**src/rtl/mem_pkg.sv**
```systemverilog
// mem_pkg: constants and types shared by the count memory, its write side
// and the read-side controller (mem_reader).
//   MEM_WIDTH  - width of one stored count
//   MEM_DEPTH  - number of entries the memory holds
//   rd_state_t - read controller states
package mem_pkg;

  localparam int MEM_WIDTH = 12;
  localparam int MEM_DEPTH = 8;

  typedef enum logic [1:0] {
    IDLE  = 2'd0,
    READ  = 2'd1,
    LATCH = 2'd2
  } rd_state_t;

endpackage

```
**src/rtl/mem_reader_occ_counter.sv**
```systemverilog
// occ_counter: saturating up/down occupancy counter.
// Ports:
//   clk, rst  - clock, synchronous active-high reset
//   inc       - add one entry (ignored when already at DEPTH)
//   dec       - remove one entry (ignored when already at zero)
//   count     - registered entry count, 0..DEPTH
//   empty     - registered, count == 0
//   full      - registered, count == DEPTH
module occ_counter #(
  parameter int DEPTH = 8
) (
  input  logic                       clk,
  input  logic                       rst,
  input  logic                       inc,
  input  logic                       dec,
  output logic [$clog2(DEPTH+1)-1:0] count,
  output logic                       empty,
  output logic                       full
);

  localparam int CW = $clog2(DEPTH + 1);

  logic [CW-1:0] count_reg;
  logic [CW-1:0] count_next;
  logic          empty_reg;
  logic          full_reg;

  // inc and dec together cancel; each direction saturates at its bound.
  always_comb begin
    count_next = count_reg;
    if (inc && !dec && !full_reg) begin
      count_next = count_reg + 1'b1;
    end else if (dec && !inc && !empty_reg) begin
      count_next = count_reg - 1'b1;
    end
  end

  // Flags are registered from count_next so they line up with count.
  always_ff @(posedge clk) begin
    if (rst) begin
      count_reg <= '0;
      empty_reg <= 1'b1;
      full_reg  <= 1'b0;
    end else begin
      count_reg <= count_next;
      empty_reg <= (count_next == '0);
      full_reg  <= (count_next == CW'(DEPTH));
    end
  end

  assign count = count_reg;
  assign empty = empty_reg;
  assign full  = full_reg;

endmodule

```
**src/rtl/mem_reader.sv**
```systemverilog
// mem_reader: read-side controller for the count memory. On a show request
// (with entries stored) it issues a one-cycle mem_read strobe, then captures
// the returned word into a held display register. Entries are counted by
// watching the write side's mem_write strobe.
// Ports:
//   clk, rst    - clock, synchronous active-high reset
//   mem_write   - write strobe into the memory (observed only)
//   mem_out     - memory read data, valid the cycle after mem_read
//   show        - request next stored entry (acted on only in IDLE)
//   mem_read    - one-cycle read strobe per accepted request
//   disp        - last captured entry
//   disp_valid  - an entry has been captured since reset
//   occ, empty  - current entry count and count == 0
//   busy        - read in progress (READ or LATCH)
//   underflow   - one-cycle pulse when show arrives with nothing stored
module mem_reader
  import mem_pkg::*;
#(
  parameter int WIDTH = MEM_WIDTH,
  parameter int DEPTH = MEM_DEPTH
) (
  input  logic                       clk,
  input  logic                       rst,
  input  logic                       mem_write,
  input  logic [WIDTH-1:0]           mem_out,
  input  logic                       show,
  output logic                       mem_read,
  output logic [WIDTH-1:0]           disp,
  output logic                       disp_valid,
  output logic [$clog2(DEPTH+1)-1:0] occ,
  output logic                       empty,
  output logic                       busy,
  output logic                       underflow
);

  rd_state_t        state_reg;
  rd_state_t        state_next;
  logic             mem_read_reg;
  logic             busy_reg;
  logic             underflow_reg;
  logic             underflow_next;
  logic [WIDTH-1:0] disp_reg;
  logic             disp_valid_reg;

  // The strobe being sampled is exactly the cycle the memory pops an entry.
  occ_counter #(
    .DEPTH(DEPTH)
  ) u_occ (
    .clk  (clk),
    .rst  (rst),
    .inc  (mem_write),
    .dec  (mem_read_reg),
    .count(occ),
    .empty(empty),
    .full ()
  );

  always_comb begin
    state_next     = state_reg;
    underflow_next = 1'b0;
    case (state_reg)
      IDLE: begin
        if (show && !empty) begin
          state_next = READ;
        end else if (show) begin
          underflow_next = 1'b1;
        end
      end
      READ:    state_next = LATCH;
      LATCH:   state_next = IDLE;
      default: state_next = IDLE;
    endcase
  end

  // Strobe and busy are registered from the next state so they are true
  // flops that still coincide with the READ / READ+LATCH cycles.
  always_ff @(posedge clk) begin
    if (rst) begin
      state_reg      <= IDLE;
      mem_read_reg   <= 1'b0;
      busy_reg       <= 1'b0;
      underflow_reg  <= 1'b0;
      disp_reg       <= '0;
      disp_valid_reg <= 1'b0;
    end else begin
      state_reg     <= state_next;
      mem_read_reg  <= (state_next == READ);
      busy_reg      <= (state_next != IDLE);
      underflow_reg <= underflow_next;
      if (state_reg == LATCH) begin
        disp_reg       <= mem_out;
        disp_valid_reg <= 1'b1;
      end
    end
  end

  assign mem_read   = mem_read_reg;
  assign busy       = busy_reg;
  assign underflow  = underflow_reg;
  assign disp       = disp_reg;
  assign disp_valid = disp_valid_reg;

endmodule

```
**config.mk**
```make
export PLATFORM = sky130hd
export DESIGN_NAME = mem_reader
export DESIGN_NICKNAME = d
export VERILOG_FILES = /design/src/rtl/mem_pkg.sv /design/src/rtl/mem_reader_occ_counter.sv /design/src/rtl/mem_reader.sv
export SDC_FILE = /design/constraint.sdc
export NUM_CORES = 1
export LEC_CHECK = 0
export ABC_AREA = 1
export BUFFER_PORTS_ARGS = -buffer_cell sky130_fd_sc_hd__buf_2
export CAP_MARGIN = 20
export CORE_MARGIN = 5
export CORE_UTILIZATION = 30
export CTS_BUF_LIST = sky130_fd_sc_hd__clkbuf_8
export CTS_CLUSTER_DIAMETER = 200
export DETAILED_ROUTE_END_ITERATION = 8
export HOLD_SLACK_MARGIN = 0.08
export PLACE_DENSITY = 0.6
export SLEW_MARGIN = 20
export SYNTH_ARGS = -nofsm -noshare
export SYNTH_HDL_FRONTEND = slang
export SYNTH_SLANG_ARGS = --single-unit
```
**constraint.sdc**
```tcl
create_clock -name clk -period 3 [get_ports clk]
set_input_delay 0.15 -clock clk [delete_from_list [all_inputs] [get_ports clk]]
set_output_delay 0.15 -clock clk [all_outputs]
set_load 0.02 [all_outputs]
```
==> results by group <==
Timing
  – Slew Limit Fails: 0
  – Max Freq: 0.705 GHz
  – Final hold vios: 0
  – Headroom to the max-slew limit: 64.3%
  – Min cycle time layout: 1.42 ns
  – RSZ-0062 raised after global routing: no
  – Final period util: 47.3%
  – Slew @ Worst Pin: 0.535 ns
  – Final setup viols: 0
  – Setup tns final: 0 ns
  – Worst Hold Slack: 0.115 ns
  – Final Skew: 0.00587 ns

Layout
  – Most frequent cells in the layout: 36 x buf_2, 34 x nor2_1, 24 x dfxtp_1, 20 x nand2_1, 10 x inv_1
  – Total Nets Final: 185
  – N_diodes: 0
  – Area grow syn2layout: 27.3%
  – FF+latch area: 480 um2
  – Fraction of layout cells with a size suffix above 1: 31.5%
  – Post-route cell area: 1220 um2
  – Area of the multi-input gates: 407 um2
  – Fill cell count: 348
  – Most common cell after layout, fill and taps aside: buf_2
  – Largest register FFs: 12

Synth
  – Post-synth cell types: 20
  – Mapped cell area: 961 um2
  – Seq/Total Area, Yosys: 50.0%
  – Net Count, Synth: 147
  – Yosys reg bits: 24
  – Synth Instances: 129
  – Ys Warns: 0
  – Avg Cell Area, Syn: 7.45 um2

Clocking
  – CTS clk-pin slew, worst paths: 0.08 ns
  – Clock sinks: 24
  – Postcts setup bufs: 0
  – CTS root buf: clkbuf_8
  – Total CTS buffers: 3
  – H-Tree Depth: 1
  – CTS tree: yes
  – Longest Clk Path Bufs: 2
  – Clk_lat worst skew: 0.26 ns
  – CTS Hold Bufs: 0
  – Post_cts resized: 0

GRT
  – Global-route wire length before repair: 3880 um
  – Antenna violations before repair: 0
  – GR Util All Layers: 11.2%
  – Largest net degree at the start of global routing: 16
  – Grt ovf: 0
  – Vias in the first global route: 963

Place
  – Dpl cell area: 1180 um2
  – Hpwl dp: 1720 um
  – PortBufs: 36
  – Placer Congestion: 0.730

Floorplanning
  – Die H: 66.6 um
  – Io pins: 37
  – Initial Util: 31.5%
  – Die span in x: 66.6 um
  – Die area: 4430 um2
  – Num rows: 20
  – Area of the core: 3050 um2

Critical path
  – Crit-path max cell delay: 0.40 ns
  – WP depth: 8
  – R2r startpoint: u_occ.count[0]$_SDFF_PP0_
  – CP Data Required Time: 3.15 ns
  – Worst Setup End Kind: flop
  – Worst R2R Path Depth: 8
  – CP startpoint kind: flop
  – Worst setup path end: u_occ.empty$_SDFF_PP1_
  – CP max FO: 5
  – Data arrival, critical path: 1.56 ns
  – Crit path cell chain: inv_1 > ha_1 > o21ai_1 > nand2_1 > nand2_1 > nor2_4 > nand2_1 > nand2_1
  – CP startpoint: u_occ.count[0]$_SDFF_PP0_
  – Class of the most critical setup path: reg2reg
  – Setup slack, reg-to-reg: 1.58 ns
  – Critical path's most frequent cell: nand2_1
  – WP buf/inv: 1
  – Slowest cell on the critical path: dfxtp_1
  – Kind of cell adding the most delay to the critical path: flip-flops
  – RR Endpoint: u_occ.empty$_SDFF_PP1_

Run status
  – Status: finished, final reports clean

Power
  – Leak: 0.642 nW
  – Clock power share: 25.5%
  – Peak supply drop: 0.000236 V
  – Net Sw Power: 0.000215 W
  – Logic pwr share: 23.2%
  – Sw Share: 30.4%
  – Total chip power: 0.000708 W
  – Pwr Density: 578 nW/um2
  – Internal power: 0.000492 W
  – Sequential fraction of design power: 51.2%

Drt
  – Residual DRC count: 0
  – 1st-iter DRT viols: 23
  – Drt total wl: 2180 um
  – Vias: 894
  – ANT nets after route: 0
  – Drt pass-1 iters: 4
  – Via-per-instance ratio: 4.28
  – WL/cell: 10.4 um

Hold path
  – Hold Path Class: in2reg
  – Hold depth: 3

Run
  – Max cap viols: 0
-- through the flow --
stage	worst slack, ns	util [%]	instances
floorplan	1.53	-	129
global placement	1.67	38.7	206
detailed placement	1.58	38.7	206
CTS	1.56	40.1	209
global route	1.46	40.1	209
finish	1.58	40.1	209
-- cells in the mapped netlist --
| library cell | number | area share, % |
|---|---|---|
| a21oi_1 | 1 | 0.52 |
| inv_1 | 10 | 3.9 |
| nor3_1 | 1 | 0.52 |
| nor2_4 | 1 | 1.2 |
| nand2_2 | 3 | 2.0 |
| clkbuf_1 | 1 | 0.39 |
| dfxtp_1 | 24 | 50 |
| o21ai_1 | 5 | 2.6 |
| or2_1 | 1 | 0.65 |
| clkinv_1 | 1 | 0.39 |
| inv_2 | 5 | 2.0 |
| buf_2 | 2 | 1.0 |
| nor2_2 | 3 | 2.0 |
| o211ai_1 | 1 | 0.78 |
| ha_1 | 2 | 2.6 |
| xor2_2 | 1 | 1.7 |
| nand2_1 | 20 | 7.8 |
| o21ai_0 | 9 | 4.7 |
| nor2_1 | 34 | 13 |
| nand3_1 | 4 | 2.1 |
-- power groups by stage --
stage | registers [W] | clock network [W] | logic (W)
2_1_floorplan | 0.000397 | 0 | 0.0000892
3_3_place_gp | 0.000369 | 0 | 0.000163
3_5_place_dp | 0.000370 | 0 | 0.000167
4_1_cts | 0.000363 | 0.000190 | 0.000168
5_1_grt | 0.000366 | 0.000203 | 0.000191
6_report | 0.000362 | 0.000181 | 0.000165
-- worst register-to-register path, stage by stage, from the launching register on --
cell and delay (ns):
dfxtp_1 0.40, inv_1 0.11, ha_1 0.32, o21ai_1 0.15
nand2_1 0.08, nand2_1 0.10, nor2_4 0.05, nand2_1 0.06
nand2_1 0.04
-- final cells by class --
cell class,count,share of cell area (%)
Clock buffer,3,3.37
Inverter,16,4.91
Multi-Input combinational cell,86,33.2
Sequential cell,24,39.3
Tap cell,44,4.50
Timing Repair Buffer,36,14.7
-- logic make-up after synthesis --
kind of cell	share of synthesized area, %
AND/OR/NAND/NOR	29.4
flip-flops	50.0
adder cells (fa/ha/maj)	2.60
AO/OA/AOI/OAI	8.59
buffers and inverters	7.68
XOR/XNOR	1.69
-- worst min-delay path by stage --
| stage | slack (ns) | from | to |
|---|---|---|---|
| 2_1_floorplan | 0.22 | rst | u_occ.count[1]$_SDFF_PP0_ |
| 3_3_place_gp | 0.37 | mem_out[8] | disp[8]$_SDFFE_PP0N_ |
| 3_5_place_dp | 0.38 | mem_out[0] | disp[0]$_SDFFE_PP0N_ |
| 6_report | 0.11 | mem_out[0] | disp[0]$_SDFFE_PP0N_ |
| 5_1_grt | 0.12 | mem_out[0] | disp[0]$_SDFFE_PP0N_ |
| 4_1_cts | 0.11 | mem_out[0] | disp[0]$_SDFFE_PP0N_ |
-- routing by layer --
metal,wire length [um],global-route usage (%)
met3,212,3.88
met1,978,12.6
met5,0,0
met2,979,19.7
met4,10,3.05
Power figures use the tool's default switching activity.
